<file path="config.mk">
export PLATFORM = sky130hd
export DESIGN_NAME = alu_unit
export DESIGN_NICKNAME = d
export VERILOG_FILES = /design/src/rtl/alu_pkg.sv /design/src/rtl/alu_addsub.sv /design/src/rtl/alu_unit.sv
export SDC_FILE = /design/constraint.sdc
export NUM_CORES = 1
export LEC_CHECK = 0
export ABC_AREA = 0
export BUFFER_PORTS_ARGS = -buffer_cell sky130_fd_sc_hd__buf_2
export CAP_MARGIN = 20
export CORE_UTILIZATION = 53
export DETAILED_ROUTE_END_ITERATION = 6
export PLACE_DENSITY_LB_ADDON = 0.2
export SLEW_MARGIN = 20
export SYNTH_ARGS = -nofsm -noshare
export SYNTH_HDL_FRONTEND = slang
export SYNTH_SLANG_ARGS = --single-unit
</file>
<file path="constraint.sdc">
create_clock -name clk -period 0.9 [get_ports clk]
set_input_delay 0.09 -clock clk [delete_from_list [all_inputs] [get_ports clk]]
set_output_delay 0.09 -clock clk [all_outputs]
set_load 0.01 [all_outputs]
</file>
<file path="src/rtl/alu_pkg.sv">
// ---------------------------------------------------------------------------
// alu_pkg
// Shared definitions for the execute-stage ALU: operation select codes,
// datapath and shift-amount widths, and a helper that tells which codes
// run the shared adder in subtract mode.
//
// Build option: defining ALU_COMB_OUT_EN removes the output registers from
// alu_unit, which makes the ALU outputs purely combinational.
// ---------------------------------------------------------------------------
package alu_pkg;

    localparam int DATA_W  = 32;
    localparam int SHAMT_W = 5;

    localparam logic [2:0] ALU_AND  = 3'd0;
    localparam logic [2:0] ALU_OR   = 3'd1;
    localparam logic [2:0] ALU_ADD  = 3'd2;
    localparam logic [2:0] ALU_SLT  = 3'd3;
    localparam logic [2:0] ALU_ADDU = 3'd4;
    localparam logic [2:0] ALU_SLL  = 3'd5;
    localparam logic [2:0] ALU_SUB  = 3'd6;
    localparam logic [2:0] ALU_SLTU = 3'd7;

    // SUB and both set-less-than compares are based on A-B.
    function automatic logic is_sub_op(input logic [2:0] code);
        return (code == ALU_SUB) || (code == ALU_SLT) || (code == ALU_SLTU);
    endfunction

endpackage

</file>
<file path="src/rtl/alu_addsub.sv">
// ---------------------------------------------------------------------------
// alu_addsub
// Adder/subtractor shared by ADD, ADDU, SUB, SLT and SLTU.
// Subtraction is done as a + ~b + 1, so carry_out is 1 when there is no
// borrow.
//
// Ports:
//   a, b      : operands
//   sub       : 1 = subtract (invert b, carry-in 1), 0 = add
//   sum       : result modulo 2^WIDTH
//   carry_out : carry out of the MSB
//   overflow  : two's-complement overflow of the operation
// ---------------------------------------------------------------------------
module alu_addsub
    import alu_pkg::*;
#(
    parameter int WIDTH = DATA_W
) (
    input  logic [WIDTH-1:0] a,
    input  logic [WIDTH-1:0] b,
    input  logic             sub,
    output logic [WIDTH-1:0] sum,
    output logic             carry_out,
    output logic             overflow
);

    logic [WIDTH-1:0] b_eff;

    // Overflow is tested against the effective (possibly inverted) operand.
    // This one expression gives both the add rule and the subtract rule.
    always_comb begin
        b_eff                  = sub ? ~b : b;
        {carry_out, sum}       = {1'b0, a} + {1'b0, b_eff} + {{WIDTH{1'b0}}, sub};
        overflow               = (a[WIDTH-1] == b_eff[WIDTH-1]) &&
                                 (sum[WIDTH-1] != a[WIDTH-1]);
    end

endmodule

</file>
<file path="src/rtl/alu_unit.sv">
// ---------------------------------------------------------------------------
// alu_unit
// 32-bit integer ALU for the MIPS execute stage. It supports AND, OR, ADD,
// ADDU, SUB, SLT, SLTU and SLL. Result and flags are registered and have
// one cycle of latency. The reset is asynchronous and active-high.
//
// Ports:
//   clk    : rising-edge clock
//   reset  : asynchronous active-high reset (R=0, cout=0, ovf=0, ze=1)
//   ctrl   : operation select (alu_pkg ALU_* codes)
//   A, B   : operands
//   shamt  : shift amount, used only by SLL
//   cout   : adder carry-out (ADD/ADDU/SUB only, else 0)
//   ovf    : signed overflow (ADD/SUB only, else 0)
//   ze     : R == 0
//   R      : result
//
// Build option: when ALU_COMB_OUT_EN is defined, the output registers are
// bypassed. The outputs are then combinational, and clk and reset are unused.
// ---------------------------------------------------------------------------
module alu_unit
    import alu_pkg::*;
#(
    parameter int WIDTH = DATA_W
) (
    input  logic               clk,
    input  logic               reset,
    input  logic [2:0]         ctrl,
    input  logic [WIDTH-1:0]   A,
    input  logic [WIDTH-1:0]   B,
    input  logic [SHAMT_W-1:0] shamt,
    output logic               cout,
    output logic               ovf,
    output logic               ze,
    output logic [WIDTH-1:0]   R
);

    logic [WIDTH-1:0] as_sum;
    logic             as_cout;
    logic             as_ovf;
    logic             as_sub;

    logic [WIDTH-1:0] r_next;
    logic             cout_next;
    logic             ovf_next;
    logic             ze_next;

    assign as_sub = is_sub_op(ctrl);

    alu_addsub #(
        .WIDTH (WIDTH)
    ) u_addsub (
        .a         (A),
        .b         (B),
        .sub       (as_sub),
        .sum       (as_sum),
        .carry_out (as_cout),
        .overflow  (as_ovf)
    );

    // Next-state result and flags. Only the arithmetic codes drive the flags.
    // SLT uses sign(A-B) ^ ovf(A-B), so it stays correct when the
    // subtraction overflows. SLTU uses "borrow", which is the inverted carry.
    always_comb begin
        r_next    = '0;
        cout_next = 1'b0;
        ovf_next  = 1'b0;
        case (ctrl)
            ALU_AND:  r_next = A & B;
            ALU_OR:   r_next = A | B;
            ALU_ADD: begin
                r_next    = as_sum;
                cout_next = as_cout;
                ovf_next  = as_ovf;
            end
            ALU_SLT:  r_next = {{(WIDTH-1){1'b0}}, as_sum[WIDTH-1] ^ as_ovf};
            ALU_ADDU: begin
                r_next    = as_sum;
                cout_next = as_cout;
            end
            ALU_SLL:  r_next = A << shamt;
            ALU_SUB: begin
                r_next    = as_sum;
                cout_next = as_cout;
                ovf_next  = as_ovf;
            end
            ALU_SLTU: r_next = {{(WIDTH-1){1'b0}}, ~as_cout};
            default: begin
                r_next    = '0;
                cout_next = 1'b0;
                ovf_next  = 1'b0;
            end
        endcase
        ze_next = (r_next == '0);
    end

`ifdef ALU_COMB_OUT_EN
    // Zero-latency variant: the outputs come directly from the next-state logic.
    assign R    = r_next;
    assign cout = cout_next;
    assign ovf  = ovf_next;
    assign ze   = ze_next;
`else
    // Output register. Reset clears the result, so the zero flag reads 1.
    always_ff @(posedge clk or posedge reset) begin
        if (reset) begin
            R    <= '0;
            cout <= 1'b0;
            ovf  <= 1'b0;
            ze   <= 1'b1;
        end else begin
            R    <= r_next;
            cout <= cout_next;
            ovf  <= ovf_next;
            ze   <= ze_next;
        end
    end
`endif

endmodule

</file>
==> impl_metrics.ini, run 1 <==
[yosys]
ys_top_cells_by_area = dfrtp_1 (13%), ha_1 (7.1%), mux4_2 (6.8%), a21oi_1 (6.5%), xnor2_1 (5.8%)
seq_area_frac_synth = 0.139
synthesis.nets = 910
synth_largest_area_cell = dfrtp_1
synth-edff-count = 0
syn_inst = 799
ys.flop_type = dfrtp_1
synthesis.area_um2 = 6310
ys_ff_latch = 35
ys_warn_count = 0
synth_cell_types = 87
synth.top_cell.area_share = 0.135
synth.avg_cell_area_um2 = 7.90
synthArstFlopShare = 1.00

[global_route]
grt_max_degree = 36
grt_remaining_overflow = 167
groute.usage.overall = 0.851

[floorplanning]
rows = 39
dieWidth_um = 111
die_y_um = 111
io_pins = 109
start_util = 0.548

[timing]
worst-ep-kind = register input
postGrtWorstEndpoint = ze$_DFF_PP1_/D

[status]
lastStage = global routing (5_1_grt)
firstError = [ERROR GRT-0232] Routing congestion too high. Check the congestion heatmap in the GUI.
outcome = aborted with a tool error

[place]
dp_cells = 1306
post_dp_cell_area_um2 = 9350
io_buffers = 108
routabilityCongestion = 1.10
dpl.hpwl_um = 24000

[clocking]
root_buffer = clkbuf_16
cts.htree.levels = 2
cts-buffers-inserted = 5
cts_buffer_depth = 2
clock-sinks = 35
synthesized netlist by cell type (19+ instances only):
library cell,instances
xnor2_1,42
mux4_2,19
mux2i_1,34
a21oi_1,82
a21o_1,21
ha_1,36
nand2_1,75
o21ai_0,38
nor3_1,20
clkbuf_1,26
dfrtp_1,34
inv_1,24
mux2_2,19
nor2_1,58
metal layers:
metal,track usage,GRT overflow
met1,0.837,0
met4,0.923,73
met2,0.998,91
met3,0.700,2
met5,0.383,1
stage by stage:
stage / hold slack [ns] / worst slack (ns)
detailed placement: 0.180 / -2.54
floorplan: 0.244 / -1.89
global placement: 0.152 / -2.46
CTS: 0.271 / -2.09
cells by family after synthesis:
logic type      synth area share
compound gates             0.303
xor+xnor                  0.0708
fa+ha+maj                 0.0746
buf+inv                   0.0577
flops                      0.139
mux                        0.163
simple gates               0.191
timing repair:
item | CTS
setup buffers | 9
hold endpoints to repair | 34
gates resized for setup | 42
setup endpoints to repair | 39
hold buffers | 1
pin swaps | 9
cloned | 0
==> run 2: changes to the inputs <==
--- a/config.mk
+++ b/config.mk
@@ -8,9 +8,9 @@
 export ABC_AREA = 0
 export BUFFER_PORTS_ARGS = -buffer_cell sky130_fd_sc_hd__buf_2
 export CAP_MARGIN = 20
-export CORE_UTILIZATION = 53
+export CORE_UTILIZATION = 40
 export DETAILED_ROUTE_END_ITERATION = 6
-export PLACE_DENSITY_LB_ADDON = 0.2
+export PLACE_DENSITY_LB_ADDON = 0.15
 export SLEW_MARGIN = 20
 export SYNTH_ARGS = -nofsm -noshare
 export SYNTH_HDL_FRONTEND = slang
==> constraint.sdc (replaced) <==
create_clock -name clk -period 1.15 [get_ports clk]
set_input_delay 0.115 -clock clk [delete_from_list [all_inputs] [get_ports clk]]
set_output_delay 0.115 -clock clk [all_outputs]
set_load 0.01 [all_outputs]
==> run 2 against run 1 <==
Net effect:
- the flow now finishes, with violations (setup timing)
- synthesized cell count stayed put
- area after synthesis stayed put
==> impl_metrics.ini, run 2 <==
[drt]
routed_wl_um = 34000
postRouteAntennaNets = 0
avgViaCountPerCell = 6.26
drtIter0Drc = 1156
vias = 9040
first_pass_iters = 6
wl_per_cell_um = 23.5
drc = 0

[timing]
relSlewSlack = 0.583
worst_pin_slew_ns = 0.626
setup_ws_ns = -2.09
hold_violations = 0
period_share = 2.82
slew_viol_final = 0
clock.fmax_mhz = 309
setup_viol = 35
fin_setup_tns_ns = -46.41
rsz0062_at_grt = true
min_period_ns = 3.24

[yosys]
synth.avg_cell_area_um2 = 7.90
synthesis.nets = 910
synth_mux_area_frac = 0.163
ys.flop_type = dfrtp_1
synth_largest_area_cell = dfrtp_1
ys_ff_latch = 35
yosysMostFrequentCell = a21oi_1
synth_top_family_by_area = compound AO/OA/AOI/OAI gates
ys_warn_count = 0
synth-adder-area-share = 0.0746
synthArstFlopShare = 1.00
ys_top_cells_by_count = a21oi_1 (82), nand2_1 (75), nor2_1 (58)
ys_top_cells_by_area = dfrtp_1 (13%), ha_1 (7.1%), mux4_2 (6.8%), a21oi_1 (6.5%), xnor2_1 (5.8%)
synth_xor_area_frac = 0.0708
synthesis.area_um2 = 6310
synthSimpleGateAreaFrac = 0.191
seq_area_frac_synth = 0.139
synth_compound_area_frac = 0.303
synth_cell_types = 87
synth.top_cell.area_share = 0.135
syn_inst = 799
synth-edff-count = 0

[place]
dp_cells = 1378
io_buffers = 108
routabilityCongestion = 1.03
dpl_worst_slack_ns = -2.33
dpl.hpwl_um = 23500

[setup_path]
worst_setup_path_end_kind = register
cp_max_fo = 6
start_kind = primary input
required_ns = 1.38
crit_arrival_ns = 3.47
worstSetupPathType = primary input to register

[layout]
final_nets = 1344
fin_cells = 1445
area_growth_pct = 85.9
fill_cells = 1051
fin_util = 0.766
final_common_cell = buf_4
regMostFlops = R
antenna_cells = 0
drive_above_1_share = 0.589
final_cell_mix = buf_4 (317), buf_2 (105), nand2_1 (66), a21oi_1 (57), nor2_1 (52)
largest_register_ffs = 32

[global_route]
grt_pass1_vias = 8238
groute.usage.overall = 0.375
grt_pass1_wl_um = 46000
grt_max_degree = 36
grt_remaining_overflow = 0
antenna_found_initial = 0

[floorplanning]
dieArea_um2 = 16300
start_util = 0.412
die_y_um = 128
rows = 45
coreArea_um2 = 15300
dieWidth_um = 128
io_pins = 109

[clocking]
cts_buffer_depth = 2
cts.clk_slew.worst_paths_ns = 0.07
cts.htree.levels = 2
cts_tree = yes
clock-sinks = 35
cts-buffers-inserted = 5
root_buffer = clkbuf_16

[status]
outcome = finished with violations
violations = setup timing

[min_path]
hold_class = primary input to register
whs_path_depth = 3
hold_path.startpoint = B[31]
holdPathEnd = R[31]

[flow_run]
cap_violations = 0

[power_and_ir_drop]
total_power_mw = 12.0
ir_drop_mv = 0.612
p_leak_nw = 5.32
powerDensity_nw_per_um2 = 1020
## run 2: critical path: stages
cell and delay [ns]:
buf_6 0.10, o21ai_4 0.19, buf_12 0.18, buf_12 0.11
xnor2_4 0.13, ha_4 0.25, nand2_4 0.07, o31ai_4 0.10
buf_4 0.15, o21ba_4 0.21, buf_4 0.14, nor3_1 0.42
o31ai_4 0.16, nor4_4 0.22, nand4bb_1 0.20, nor4_1 0.28
buf_4 0.16, nand4b_1 0.11, nor3_2 0.18
## run 2: layout make-up
class                   instances  area, µm²  share of cell area
clock inverters                 2       60.1             0.00512
flip-flops and latches         35        877              0.0748
inverters                      24       90.1             0.00768
repair buffers                479       3730               0.318
clock buffers                   6        129              0.0110
multi-input cells             688       6580               0.561
well taps                     211        264              0.0225
## run 2: worst max-delay path by stage
stage	from	cells after the start	slack, ns	endpoint
after global placement	ctrl[2]	16	-2.32	ze
final	ctrl[2]	19	-2.09	ze
after detailed placement	ctrl[2]	16	-2.33	ze
after CTS	ctrl[2]	18	-1.81	ze
after global routing	ctrl[2]	18	-2.15	ze
after floorplan	ctrl[2]	14	-1.67	ze
## run 2: report_power, final
group	total, mW	internal, mW	switching [mW]
logic	8.57	4.28	4.29
registers	1.52	1.46	0.0595
clock network	1.89	1.25	0.640
## run 2: kinds of logic (layout without fill, tap and decap cells)
| logic type | after synthesis | in the layout |
|---|---|---|
| AND/OR/NAND/NOR | 242 | 242 |
| multiplexers | 76 | 76 |
| adder cells (fa/ha/maj) | 37 | 37 |
| buffers and inverters | 76 | 511 |
| XOR/XNOR | 51 | 51 |
| AO/OA/AOI/OAI | 282 | 282 |
| flip-flops | 35 | 35 |
## run 2: metrics by stage
stage,hold slack [ns],cell area [µm²]
floorplan,0.269,6560
global placement,0.179,9510
CTS,0.251,10500
detailed placement,0.196,9510
global route,0.256,11700
finish,0.246,11700
## run 2: repair_timing
| action | CTS | global route |
|---|---|---|
| gates cloned | 2 | 0 |
| setup buffers | 25 | 38 |
| hold buffers | 1 | 0 |
| pin swaps | 41 | 86 |
| hold endpoints to repair | 34 | 0 |
| setup endpoints to repair | 35 | 35 |
| gates resized for setup | 117 | 153 |
## run 2: layer usage
| layer | GRT usage | share of wire | up-vias | routed length, µm |
|---|---|---|---|---|
| li1 | - | - | 3912 | - |
| met1 | 0.510 | 0.39 | 4298 | 13300 |
| met4 | 0.140 | 0.053 | 0 | 1810 |
| met2 | 0.569 | 0.44 | 673 | 14800 |
| met3 | 0.100 | 0.12 | 157 | 4120 |
| met5 | 0 | 0 | - | 0 |
Note: power is estimated with default switching activity, not from simulation.
